**config.mk**
```make
export PLATFORM = sky130hd
export DESIGN_NAME = twenty_bit_serial_subtractor
export DESIGN_NICKNAME = d
export VERILOG_FILES = /design/src/rtl/twenty_bit_serial_subtractor_pkg.sv /design/src/rtl/twenty_bit_serial_subtractor_full_subtractor.sv /design/src/rtl/twenty_bit_serial_subtractor.sv
export SDC_FILE = /design/constraint.sdc
export NUM_CORES = 1
export LEC_CHECK = 0
export ABC_AREA = 1
export CORE_ASPECT_RATIO = 0.75
export CORE_MARGIN = 8
export CORE_UTILIZATION = 40
export DETAILED_ROUTE_END_ITERATION = 10
export GPL_ROUTABILITY_DRIVEN = 0
export PLACE_DENSITY = 0.63
export SLEW_MARGIN = 25
export SYNTH_ARGS = -nofsm -noshare
export SYNTH_HDL_FRONTEND = slang
export SYNTH_SLANG_ARGS = --single-unit
```
**constraint.sdc**
```tcl
create_clock -name clk -period 3.3 [get_ports clk]
set_clock_uncertainty 0.15 [all_clocks]
set_input_delay 0.99 -clock clk [delete_from_list [all_inputs] [get_ports clk]]
set_output_delay 0.99 -clock clk [all_outputs]
set_load 0.05 [all_outputs]
```
**src/rtl/twenty_bit_serial_subtractor_pkg.sv**
```systemverilog
// Shared constants for the bit-serial subtractor: default width, FSM state
// encodings, counter width and the signed-overflow helper.
package twenty_bit_serial_subtractor_pkg;

    localparam int SUB_WIDTH = 20;
    localparam int CNT_W     = 5;

    typedef logic [1:0] state_t;

    localparam state_t ST_IDLE  = 2'd0;
    localparam state_t ST_SHIFT = 2'd1;
    localparam state_t ST_DONE  = 2'd2;

    // Two's complement overflow of a - b: operands differ in sign and the
    // result sign differs from the minuend.
    function automatic logic sub_overflow(input logic a_msb,
                                          input logic b_msb,
                                          input logic d_msb);
        return (a_msb != b_msb) && (d_msb != a_msb);
    endfunction

endpackage

```
**src/rtl/twenty_bit_serial_subtractor_full_subtractor.sv**
```systemverilog
// One-bit full subtractor: d = a - b - bin, with borrow out.
module full_subtractor (
    input  logic a,
    input  logic b,
    input  logic bin,
    output logic d,
    output logic bout
);

    assign d    = a ^ b ^ bin;
    assign bout = (~a & b) | (~(a ^ b) & bin);

endmodule

```
**src/rtl/twenty_bit_serial_subtractor.sv**
```systemverilog
// Bit-serial subtractor: computes A - B - Bin one bit per cycle, LSB first,
// using a single full_subtractor and a three-state control FSM. All outputs
// are registered and hold until the next operation finishes.
module twenty_bit_serial_subtractor
    import twenty_bit_serial_subtractor_pkg::*;
#(
    parameter int WIDTH = SUB_WIDTH
) (
    input  logic             clk,
    input  logic             rst_n,
    input  logic             start,
    input  logic             Bin,
    input  logic [WIDTH-1:0] A,
    input  logic [WIDTH-1:0] B,
    output logic [WIDTH-1:0] Diff,
    output logic             Bout,
    output logic             Ovf,
    output logic             Zero,
    output logic             busy,
    output logic             done
);

    state_t           state_q, state_d;
    logic [CNT_W-1:0] cnt_q, cnt_d;
    logic [WIDTH-1:0] a_sh_q, a_sh_d;
    logic [WIDTH-1:0] b_sh_q, b_sh_d;
    logic [WIDTH-1:0] res_q, res_d;
    logic [WIDTH-1:0] diff_q, diff_d;
    logic             brw_q, brw_d;
    logic             a_msb_q, a_msb_d;
    logic             b_msb_q, b_msb_d;
    logic             bout_q, bout_d;
    logic             ovf_q, ovf_d;
    logic             zero_q, zero_d;
    logic             busy_q, busy_d;
    logic             done_q, done_d;

    logic             fs_d;
    logic             fs_bout;
    logic             accept;
    logic [WIDTH-1:0] final_res;

    full_subtractor u_fs (
        .a    (a_sh_q[0]),
        .b    (b_sh_q[0]),
        .bin  (brw_q),
        .d    (fs_d),
        .bout (fs_bout)
    );

    // Result register contents after the current bit is shifted in; on the
    // last SHIFT cycle this is the complete difference.
    assign final_res = {fs_d, res_q[WIDTH-1:1]};

    // start only matters when no operation is running.
    assign accept = start && ((state_q == ST_IDLE) || (state_q == ST_DONE));

    // Next-state and datapath logic for the IDLE/SHIFT/DONE controller.
    always_comb begin
        state_d = state_q;
        cnt_d   = cnt_q;
        a_sh_d  = a_sh_q;
        b_sh_d  = b_sh_q;
        res_d   = res_q;
        diff_d  = diff_q;
        brw_d   = brw_q;
        a_msb_d = a_msb_q;
        b_msb_d = b_msb_q;
        bout_d  = bout_q;
        ovf_d   = ovf_q;
        zero_d  = zero_q;
        busy_d  = busy_q;
        done_d  = 1'b0;

        case (state_q)
            ST_IDLE: begin
                busy_d = 1'b0;
            end
            ST_SHIFT: begin
                a_sh_d = a_sh_q >> 1;
                b_sh_d = b_sh_q >> 1;
                res_d  = final_res;
                brw_d  = fs_bout;
                cnt_d  = cnt_q + 1'b1;
                if (cnt_q == CNT_W'(WIDTH - 1)) begin
                    state_d = ST_DONE;
                    busy_d  = 1'b0;
                    done_d  = 1'b1;
                    diff_d  = final_res;
                    bout_d  = fs_bout;
                    ovf_d   = sub_overflow(a_msb_q, b_msb_q, final_res[WIDTH-1]);
                    zero_d  = (final_res == '0);
                end
            end
            ST_DONE: begin
                state_d = ST_IDLE;
                busy_d  = 1'b0;
            end
            default: begin
                state_d = ST_IDLE;
                busy_d  = 1'b0;
            end
        endcase

        // Accepted start overrides the IDLE/DONE fall-through: load operands
        // and the borrow, and begin shifting on the next edge.
        if (accept) begin
            state_d = ST_SHIFT;
            busy_d  = 1'b1;
            cnt_d   = '0;
            a_sh_d  = A;
            b_sh_d  = B;
            brw_d   = Bin;
            a_msb_d = A[WIDTH-1];
            b_msb_d = B[WIDTH-1];
        end
    end

    // State register with synchronous active-low reset that clears everything.
    always_ff @(posedge clk) begin
        if (!rst_n) begin
            state_q <= ST_IDLE;
            cnt_q   <= '0;
            a_sh_q  <= '0;
            b_sh_q  <= '0;
            res_q   <= '0;
            diff_q  <= '0;
            brw_q   <= 1'b0;
            a_msb_q <= 1'b0;
            b_msb_q <= 1'b0;
            bout_q  <= 1'b0;
            ovf_q   <= 1'b0;
            zero_q  <= 1'b0;
            busy_q  <= 1'b0;
            done_q  <= 1'b0;
        end else begin
            state_q <= state_d;
            cnt_q   <= cnt_d;
            a_sh_q  <= a_sh_d;
            b_sh_q  <= b_sh_d;
            res_q   <= res_d;
            diff_q  <= diff_d;
            brw_q   <= brw_d;
            a_msb_q <= a_msb_d;
            b_msb_q <= b_msb_d;
            bout_q  <= bout_d;
            ovf_q   <= ovf_d;
            zero_q  <= zero_d;
            busy_q  <= busy_d;
            done_q  <= done_d;
        end
    end

    assign Diff = diff_q;
    assign Bout = bout_q;
    assign Ovf  = ovf_q;
    assign Zero = zero_q;
    assign busy = busy_q;
    assign done = done_q;

endmodule
```
# == Word-level counts from Yosys, hierarchy flattened ==
# Cells that the tools add are included.
# W data, S select, Z words.
# classes
n_shift,0
n_reduce_logical,11
bitwise_logic,9
n_eq_ne,8
mux,13
multipliers,0
n_lt_le_gt_ge,0
add_sub_neg,1
div,0
# op_table
operator,n
$mux W20,4
$logic_not A20 Y1,1
$reduce_and A2 Y1,4
$mux W1,7
$add A5 B1 Y5 const B,1
$eq A5 B5 Y1 const B,1
$ne A2 B2 Y1 const B,2
$not A1 Y1,4
$pmux W2 S2,1
$ne A3 B3 Y1 const B,1
$and A1 B1 Y1,2
$eq A2 B1 Y1 const B,1
$eq A2 B2 Y1 const B,1
$logic_and A1 B1 Y1,2
$logic_not A2 Y1,1
$mux W2,1
$ne A1 B1 Y1,2
$reduce_bool A2 Y1,1
$reduce_or A2 Y1,1
$xor A1 B1 Y1,2
$logic_or A1 B1 Y1,1
$or A1 B1 Y1,1
# totals
ff_bits,95
ram_bits,0
rom_bits,0
mem_count,0
elab_cells,57
in_bits,44
latch_bits,0
output_inout_bits,25

# == Depth between registers and ports, before layout ==
# logic_depth
ltp_word,6
depth_mapped,9

# == Hierarchy ==
# A second synthesis with hierarchy kept.
# hier_totals
cells_unflattened,483
area_unflattened_um2,3798.6
# by_module_without_submodules
mod,cells_each,n_inst,area_per_inst_um2,seq_area_each_um2
twenty_bit_serial_subtractor,479,1,3767.4,1881.8
full_subtractor,4,1,31.3,0.0

# == Worst setup path before layout ==
# Ideal clock, no wire load.
# synth_timing
kind,input to register
from,input rst_n
to,"register diff_q[10], in the netlist Diff[10]"
path_stages,5
setup_time_ns,0.069
required_ns,3.081
setup_slack_ns,1.345
arrival_ns,1.736
path_buffers,3
cell_sequence,buf_2 -> buf_2 -> buf_1 -> nand3_1 -> o21ai_1
# synth_rtl
item,line,rtl
from (decl),twenty_bit_serial_subtractor.sv:10,"input logic rst_n,"
to (signal assigned),twenty_bit_serial_subtractor.sv:142,diff_q <= diff_d;
to (decl),twenty_bit_serial_subtractor.sv:28,"logic [WIDTH-1:0] diff_q, diff_d;"

# == Worst setup path in the final report ==
# layout_timing
from,"register busy_q, in the netlist busy"
to,output busy
# layout_rtl
item,line,rtl
from (decl),twenty_bit_serial_subtractor.sv:35,"logic busy_q, busy_d;"
from (signal assigned),twenty_bit_serial_subtractor.sv:149,busy_q <= busy_d;
to (decl),twenty_bit_serial_subtractor.sv:19,"output logic busy,"
# No word-level cell between the ends.

==> results.json <==
{
  "htree_levels": 3,
  "num_rows": 30,
  "clockRootBuffer": "clkbuf_16",
  "irDropWorstVdd_uv": 263,
  "setup_viol": 0,
  "die_w_um": 127,
  "diodes": 0,
  "initial_core_util_pct": 40.9,
  "hold_violations": 0,
  "post-route-util_pct": 52.0,
  "start_kind": "flip-flop",
  "r2r_slack_ps": 770,
  "route.vias.total": 3254,
  "grt_overflow": 0,
  "cts_resized": 0,
  "route.detailed.drc": 0,
  "timing.hold.ws_ps": 315,
  "ys_seq_elements": 94,
  "fmax_mhz": 376,
  "synth.avg_cell_area_um2": 7.67,
  "path_depth": 1,
  "synth_ff_type": "dfxtp_1",
  "cp.required_ps": 2160,
  "async_reset_ff_share_pct": 0,
  "portBuffers": 68,
  "reg2reg_to": "Diff[6]",
  "dieArea_um2": 12600,
  "final_cells": 649,
  "drt_wl_total_um": 9000,
  "vias_per_cell": 5.01,
  "track_usage_pct": 14.3,
  "place_inst": 634,
  "grt_pass1_wl_um": 14800,
  "r2r_cells": 6,
  "yosysWarnings": 0,
  "core_area_um2": 9010,
  "synthCells": 481,
  "drv_cap": 0,
  "path_max_fanout": 2,
  "path_clk_slew_ps": 60,
  "hp-class": "flip-flop to flip-flop",
  "worstSetupPathType": "flip-flop to output pin",
  "path_cells": "clkdlybuf4s50_1",
  "drt_first_pass_iters": 4,
  "grt_max_degree": 53,
  "cp-endpoint": "busy",
  "drt_iter0_drc": 208,
  "cellPowerDensity_nw_per_um2": 546,
  "synth_fp_nets": 527,
  "yosysSeqAreaShare_pct": 51.0,
  "hold_depth": 2,
  "critPathCaptureType": "output pin",
  "power_mw": 2.56,
  "fin_crit_ps": 2660,
  "rsz0062_at_grt": "false",
  "ys_types": 30,
  "hold_buffers": 0,
  "cts_buffers": 9,
  "clockBufferDepth": 2,
  "cts_num_sinks": 94,
  "crit_family": "buffers and inverters",
  "slowest_stage": "clkdlybuf4s50_1",
  "synth_edf_count": 0,
  "antenna_found_initial": 0,
  "ios": 69,
  "ant_nets": 0,
  "post-route-period-util_pct": 80.5,
  "synthesis.area_um2": 3690,
  "crit_arrival_ps": 1520,
  "cp.buffers_inverters": 1,
  "status": "finished clean",
  "dieHeight_um": 99.2,
  "grt_pass1_vias": 3016,
  "cts_tree": "built",
  "slew_viol_final": 0,
  "p_leak_nw": 1.77,
  "drive_above_1_share_pct": 5.59,
  "worstMarginPinSlew_ps": 771,
  "crit_start": "busy",
  "maxSlewHeadroom_pct": 48.5,
  "r2r_start": "state_q[1]",
  "insertion_delay_ps": 330,
  "wl_per_cell_um": 13.9,
  "finalNetCount": 579,
  "dpl.hpwl_um": 5920,
  "cts_setup_buffers": 0,
  "max_stage_delay_ps": 820,
  "finalSetupTns_ps": 0,
  "syn_to_final_growth_pct": 26.9
}
==> cells by family after synthesis <==
family	after synthesis	share of synthesized area (%)
AND/OR/NAND/NOR	176	20.4
AO/OA/AOI/OAI	138	19.4
flip-flops	94	51.0
buffers and inverters	69	7.84
XOR/XNOR	2	0.475
adder cells (fa/ha/maj)	2	0.882
==> per-layer routing <==
metal,up-vias,GRT usage (%),share of wire (%)
li1,1689,-,-
met1,1500,18.6,50
met2,57,21.9,44
met3,8,4.70,5.1
met4,0,4.47,1.2
met5,-,0,0
==> how the worst min path moves through the flow <==
| stage | startpoint | end | slack, ps |
|---|---|---|---|
| CTS | b_sh_q[2] | b_sh_q[2] | 320 |
| global placement | a_sh_q[17] | a_sh_q[17] | 300 |
| global route | a_sh_q[18] | a_sh_q[18] | 330 |
| detailed placement | b_sh_q[2] | b_sh_q[2] | 310 |
| finish | b_sh_q[2] | b_sh_q[2] | 310 |
| floorplan | b_sh_q[19] | b_sh_q[19] | 290 |
==> synth_stat cells (4+ instances only) <==
master,instances,area [um^2]
dfxtp_1,94,1880
inv_2,4,15.0
nand3_1,24,120
nand2_1,81,304
buf_1,4,15.0
o21ai_0,63,315
nor3_1,28,140
o21ai_1,20,100
nor2_1,37,139
buf_2,15,75.1
clkbuf_1,9,33.8
inv_1,33,124
a21oi_1,47,235
==> metrics by stage <==
stage	setup slack, ps	area (um^2)
floorplan	1340	3690
detailed placement	697	4390
global placement	706	4390
finish	643	4680
CTS	630	4680
global route	424	4680
==> flip-flops by register name (all words and copies together), names as in the netlist, 2 cells and up <==
name	flops
Diff	20
a_sh_q	20
b_sh_q	20
cnt_q	5
res_q	19
state_q	2
==> power breakdown <==
group	switching (mW)	internal [mW]
sequential	0.0375	1.21
combinational	0.179	0.122
clock	0.408	0.604
total	0.624	1.93
==> worst register-to-register path: stages, from the launching register on <==
cell and delay [ps]:
dfxtp_1 500, nor2_4 600, nand2_2 90, buf_4 240, inv_2 110, nand2_1 440
o21ai_1 310
==> area by class of cell <==
type / instances / area (um^2)
fillers: 863 / 4330
flip-flops and latches: 94 / 1880
multi-input cells: 318 / 1520
repair buffers: 72 / 706
clock buffers: 12 / 246
inverters: 38 / 145
well taps: 112 / 140
clock inverters: 3 / 45.0
==> placed cells by master (no fill, tap or decap), drive strengths merged <==
cell type	count
clkbuf	12
a21oi	47
nor2	39
nand4	1
dfxtp	94
inv	38
buf	5
ha	1
o31ai	1
fa	1
nor3	28
a211oi	3
a31oi	2
nand3	24
o21a	1
clkinvlp	2
nand2	84
xor2	2
clkdlybuf4s50	67
o21ai	83
bufinv	1
o22ai	1
Note: power is estimated with default switching activity, not from simulation.
